$ cat src/rtl/hazard_scoreboard_pkg.sv
// hazard_scoreboard_pkg: shared control-unit constants, optype encodings and scoreboard slot type
package hazard_scoreboard_pkg;

    localparam int RA_W_MAX = 8;

    typedef enum logic [1:0] {
        OPT_NONE  = 2'b00,
        OPT_ALU   = 2'b01,
        OPT_LOAD  = 2'b10,
        OPT_STORE = 2'b11
    } opt_e;

    // rd is held at the widest supported width so the type can be shared by any RA_W <= RA_W_MAX
    typedef struct packed {
        logic                valid;
        logic [RA_W_MAX-1:0] rd;
        logic                is_load;
    } slot_t;

endpackage

$ cat src/rtl/hazard_scoreboard_match.sv
// hazard_match: youngest-first match of one source register against the tracked slots
// Ports: slots (tracked pipeline slots, index 0 youngest), rs (source register),
//        en (operand really read by a valid ID instruction),
//        hit / idx / is_load (winning slot present, its index, whether it is a load)
module hazard_match
    import hazard_scoreboard_pkg::*;
#(
    parameter int DEPTH = 3,
    parameter int RA_W  = 5,
    parameter int IDX_W = 2
) (
    input  slot_t             slots [DEPTH],
    input  logic [RA_W-1:0]   rs,
    input  logic              en,
    output logic              hit,
    output logic [IDX_W-1:0]  idx,
    output logic              is_load
);

    // Scan oldest to youngest so the lowest matching index is the one left standing
    always_comb begin
        hit     = 1'b0;
        idx     = '0;
        is_load = 1'b0;
        for (int i = DEPTH - 1; i >= 0; i--) begin
            if (en && rs != '0 && slots[i].valid && slots[i].rd == RA_W_MAX'(rs)) begin
                hit     = 1'b1;
                idx     = IDX_W'(i);
                is_load = slots[i].is_load;
            end
        end
    end

endmodule

$ cat src/rtl/hazard_scoreboard.sv
// hazard_scoreboard: tracks in-flight writers after ID; produces load-use stall and forwarding selects
// Ports: clk, rst (sync active-high); id_* (ID-stage instruction fields); hold (freeze), flush (kill slots);
//        stall (load-use stall request); rsX_fwd (0 = regfile, k = slot k-1); rsX_fwd_load (take load data);
//        stall_cnt (saturating stall cycle count)
module hazard_scoreboard
    import hazard_scoreboard_pkg::*;
#(
    parameter int DEPTH    = 3,
    parameter int LOAD_LAT = 1,
    parameter int RA_W     = 5,
    parameter int CNT_W    = 16,
    localparam int FW      = $clog2(DEPTH + 1)
) (
    input  logic             clk,
    input  logic             rst,
    input  logic             id_valid,
    input  logic [RA_W-1:0]  id_rs1,
    input  logic [RA_W-1:0]  id_rs2,
    input  logic             id_rs1use,
    input  logic             id_rs2use,
    input  logic [RA_W-1:0]  id_rd,
    input  logic             id_regwrite,
    input  logic [1:0]       id_optype,
    input  logic             hold,
    input  logic             flush,
    output logic             stall,
    output logic [FW-1:0]    rs1_fwd,
    output logic [FW-1:0]    rs2_fwd,
    output logic             rs1_fwd_load,
    output logic             rs2_fwd_load,
    output logic [CNT_W-1:0] stall_cnt
);

    slot_t            slot_q [DEPTH];
    slot_t            slot_d [DEPTH];
    logic [CNT_W-1:0] stall_cnt_q, stall_cnt_d;

    logic          hit1, hit2, ld1, ld2, haz1, haz2;
    logic [FW-1:0] idx1, idx2;

    hazard_match #(.DEPTH(DEPTH), .RA_W(RA_W), .IDX_W(FW)) u_match_rs1 (
        .slots   (slot_q),
        .rs      (id_rs1),
        .en      (id_valid & id_rs1use),
        .hit     (hit1),
        .idx     (idx1),
        .is_load (ld1)
    );

    hazard_match #(.DEPTH(DEPTH), .RA_W(RA_W), .IDX_W(FW)) u_match_rs2 (
        .slots   (slot_q),
        .rs      (id_rs2),
        .en      (id_valid & id_rs2use),
        .hit     (hit2),
        .idx     (idx2),
        .is_load (ld2)
    );

    // A load is only a hazard while it sits in a slot earlier than where its data appears
    always_comb begin
        haz1         = hit1 & ld1 & (idx1 < FW'(LOAD_LAT));
        haz2         = hit2 & ld2 & (idx2 < FW'(LOAD_LAT));
        stall        = (haz1 | haz2) & ~flush;
        rs1_fwd      = hit1 ? idx1 + FW'(1) : '0;
        rs2_fwd      = hit2 ? idx2 + FW'(1) : '0;
        rs1_fwd_load = hit1 & ld1;
        rs2_fwd_load = hit2 & ld2;
    end

    always_comb begin
        slot_d      = slot_q;
        stall_cnt_d = (stall && !hold && stall_cnt_q != '1) ? stall_cnt_q + CNT_W'(1) : stall_cnt_q;
        if (flush) begin
            for (int i = 0; i < DEPTH; i++) slot_d[i] = '0;
        end else if (!hold) begin
            for (int i = DEPTH - 1; i > 0; i--) slot_d[i] = slot_q[i-1];
            slot_d[0] = stall ? '0 : '{valid:   id_valid & id_regwrite,
                                       rd:      RA_W_MAX'(id_rd),
                                       is_load: id_optype == OPT_LOAD};
        end
    end

    always_ff @(posedge clk) begin
        if (rst) begin
            for (int i = 0; i < DEPTH; i++) slot_q[i] <= '0;
            stall_cnt_q <= '0;
        end else begin
            for (int i = 0; i < DEPTH; i++) slot_q[i] <= slot_d[i];
            stall_cnt_q <= stall_cnt_d;
        end
    end

    assign stall_cnt = stall_cnt_q;

endmodule

$ cat config.mk
export PLATFORM = sky130hd
export DESIGN_NAME = hazard_scoreboard
export DESIGN_NICKNAME = d
export VERILOG_FILES = /design/src/rtl/hazard_scoreboard_pkg.sv /design/src/rtl/hazard_scoreboard_match.sv /design/src/rtl/hazard_scoreboard.sv
export SDC_FILE = /design/constraint.sdc
export NUM_CORES = 1
export LEC_CHECK = 0
export BUFFER_PORTS_ARGS = -buffer_cell sky130_fd_sc_hd__buf_4
export CAP_MARGIN = 30
export CORE_MARGIN = 2
export CORE_UTILIZATION = 50
export CTS_BUF_LIST = sky130_fd_sc_hd__clkbuf_4
export CTS_CLUSTER_SIZE = 30
export DETAILED_ROUTE_END_ITERATION = 7
export MAX_ROUTING_LAYER = met4
export PLACE_DENSITY = 0.76
export SLEW_MARGIN = 30
export SYNTH_ARGS = -nofsm -noshare
export SYNTH_HDL_FRONTEND = slang
export SYNTH_HIERARCHICAL = 1
export SYNTH_SLANG_ARGS = --single-unit
$ cat constraint.sdc
create_clock -name clk -period 2.9 [get_ports clk]
set_input_delay 0 -clock clk [delete_from_list [all_inputs] [get_ports clk]]
set_output_delay 0 -clock clk [all_outputs]
set_load 0.01 [all_outputs]
==> run_results.csv <==
group,metric,value,unit
worst_setup_path,setup.worst_path.class,"flop to flop",
die,io_pins,48,
detailed_routing,drt_iter0_drc,97,
sta,fmax,0.353,GHz
worst_setup_path,rr_startpoint,"slot_q[29]",
worst_setup_path,crit_fanout,5,
detailed_routing,vias,2249,
die,core-area,0.00469,sq mm
clock_tree,tritoncts,"done",
detailed_routing,ant_nets,0,
clock_tree,htreeDepth,2,
placement,post-place-ws,-0.156,ns
die,die_x,73.7,microns
clock_tree,path_clk_slew,0.13,ns
final_layout,n_antenna_cell,0,
detailed_routing,wl_per_cell,14.6,microns
sta,fin_skew,0.0116,ns
final_layout,layout-drive-gt1-share,33.0,%
clock_tree,clock-root-buffer,"clkbuf_4",
worst_setup_path,r2r_cells,8,
power,peakVddDrop,0.000289,V
sta,slew_headroom,28.3,%
sta,fin_tns_setup,0,ns
sta,setup_viol,0,
global_route,grt_start_max_net_pins,32,
detailed_routing,vias_per_cell,5.38,
clock_tree,clk_latency,0.38,ns
die,die_y,73.7,microns
global_route,grt_usage,23.8,%
worst_setup_path,crit_path_start,"slot_q[29]",
power,power,1020,uW
synthesis,synth_top_area_cell,"dfxtp_1",
worst_setup_path,r2r_setup_slack,0.07,ns
synthesis,ys_seq_elements,37,
die,start_util,51.8,%
worst_setup_path,required,3.18,ns
sta,period_minus_slack,2.83,ns
synthesis,synth_ff_type,"dfxtp_1",
synthesis,ys_warn_count,6,
synthesis,post-synth-top-count-cell,"dfxtp_1",
sta,period_share,97.8,%
final_layout,fin_area,0.00334,sq mm
worst_setup_path,crit_path_end_kind,"flop",
sta,worst_slew_pin_slew,1.07,ns
placement,dp_hpwl,4260,microns
global_route,grt_pass1_wl,9720,microns
global_route,antenna_found_initial,0,
sta,drv_slew,0,
worst_setup_path,reg2reg_to,"stall_cnt[13]",
outcome,status,"finished clean",
power,p_leak,0.00134,uW
synthesis,synth_area_per_cell,8.81,sq um
final_layout,layout.nets,391,
power,p_per_area,306,mW/mm^2
clock_tree,cts_buffers,5,
sta,hold_violations,0,
synthesis,synth_cells,276,
synthesis,synth_commonest_cells,"dfxtp_1 (37), nor2_1 (36), xnor2_1 (24)",
placement,gp_congestion,0.858,
clock_tree,cts.sinks,37,
synthesis,synthTopCellsByArea,"dfxtp_1 (30%), xnor2_1 (8.6%), mux2i_1 (6.2%), nor2_1 (5.6%), mux2_1 (4.2%)",
synthesis,synthesis.area,0.00243,sq mm
detailed_routing,drt-pass1-iter-count,4,
placement,io_buffers,47,
worst_setup_path,critPathLaunchType,"flop",
final_layout,area_growth,37.2,%
worst_setup_path,critPathCapture,"stall_cnt[13]",
global_route,grt.overflow.total,0,
synthesis,synth_top_area_share,30.5,%
sta,hold_ws,0.0430,ns
synthesis,synth-edff-count,0,
die,num_rows,25,
worst_setup_path,cp.arrival,3.11,ns
job,drv_cap,0,
die,die_area,0.00544,sq mm
detailed_routing,drc_errors,0,
detailed_routing,routed_wl,6110,microns
sta,setup_ws,0.0652,ns
min_path,hp-class,"primary input to flop",
synthesis,yosysSeqAreaShare,30.5,%
synthesis,synthArstFlopShare,0,%
placement,placed_area,0.00297,sq mm
global_route,grt_pass1_vias,2172,
clock_tree,clk_path_buf_depth,2,
synthesis,synth_cell_types,51,
## layout by cell type, fill, tap and decap left out, types with 9 or more instances in the layout
cell,instances
mux2i_1,15
inv_1,9
dlygate4sd3_1,10
nand2_1,17
nor2b_1,14
nor2_1,35
conb_1,18
dfxtp_1,29
buf_4,60
xnor2_1,24
a21oi_1,9
## power by group
part	internal, uW	switching (uW)
Sequential	512	4.62
Clock	178	203
Combinational	61.8	60.5
Total	752	268
## worst min path at each step
stage | startpoint | endpoint | slack (ns) | cells after the start
floorplan | id_rd[4] | slot_q[25] | 0.16 | 2
global placement | id_optype[1] | slot_q[20] | 0.27 | 3
detailed placement | id_rd[2] | slot_q[23] | 0.29 | 3
CTS | hold | slot_q[23] | 0.04 | 3
global route | hold | slot_q[21] | 0.06 | 3
finish | hold | slot_q[23] | 0.04 | 3
## metrics by stage
stage | util [%] | instances
finish | 71.1 | 418
global route | 71.1 | 418
CTS | 68.6 | 417
detailed placement | 63.3 | 397
global placement | 63.3 | 397
floorplan | - | 293
## worst max-delay path, cell delays in order (launching register included)
cell and delay (ns):
dfxtp_2 0.36, or4b_1 0.44, or4_4 0.44, buf_4 0.16
a21oi_1 0.16, and4b_2 0.35, o2111ai_4 0.22, a211oi_2 0.26
mux2_1 0.35
## logic make-up after synthesis
group                    after synthesis  synth area share (%)
AO/OA/AOI/OAI                         35                  11.4
AND/OR/NAND/NOR                      123                  30.2
other                                  1                 0.154
buffers and inverters                 19                  3.29
XOR/XNOR                              30                  10.8
flip-flops                            37                  30.5
adder cells (fa/ha/maj)                3                  1.54
multiplexers                          28                  12.2
## metal layers
layer | global-route usage (%) | vias to the layer above | wire [microns]
met5 | - | - | 0
met3 | 5.21 | 10 | 248
met2 | 40.3 | 55 | 3000
met1 | 27.9 | 1053 | 2770
li1 | - | 1131 | -
met4 | 8.08 | 0 | 102
## sequential cells by signal (all words and copies together) (netlist names)
| register | count |
|---|---|
| slot_q | 21 |
| stall_cnt | 16 |
## area by class of cell
class / instances / area (sq um)
flip-flops and latches: 37 / 751
well taps: 54 / 67.6
inverters: 9 / 33.8
fillers: 366 / 1360
clock inverters: 3 / 41.3
multi-input cells: 237 / 1820
clock buffers: 5 / 37.5
repair buffers: 73 / 584
## what timing repair did
item / 4_1_cts / 5_1_grt
setup endpoints to repair: 13 / 17
pin swaps: 4 / 11
hold endpoints to repair: 8 / 0
hold buffers: 10 / 0
gates resized for setup: 12 / 28
setup buffers: 2 / 1
No activity file was read; power rests on OpenSTA's default activity.
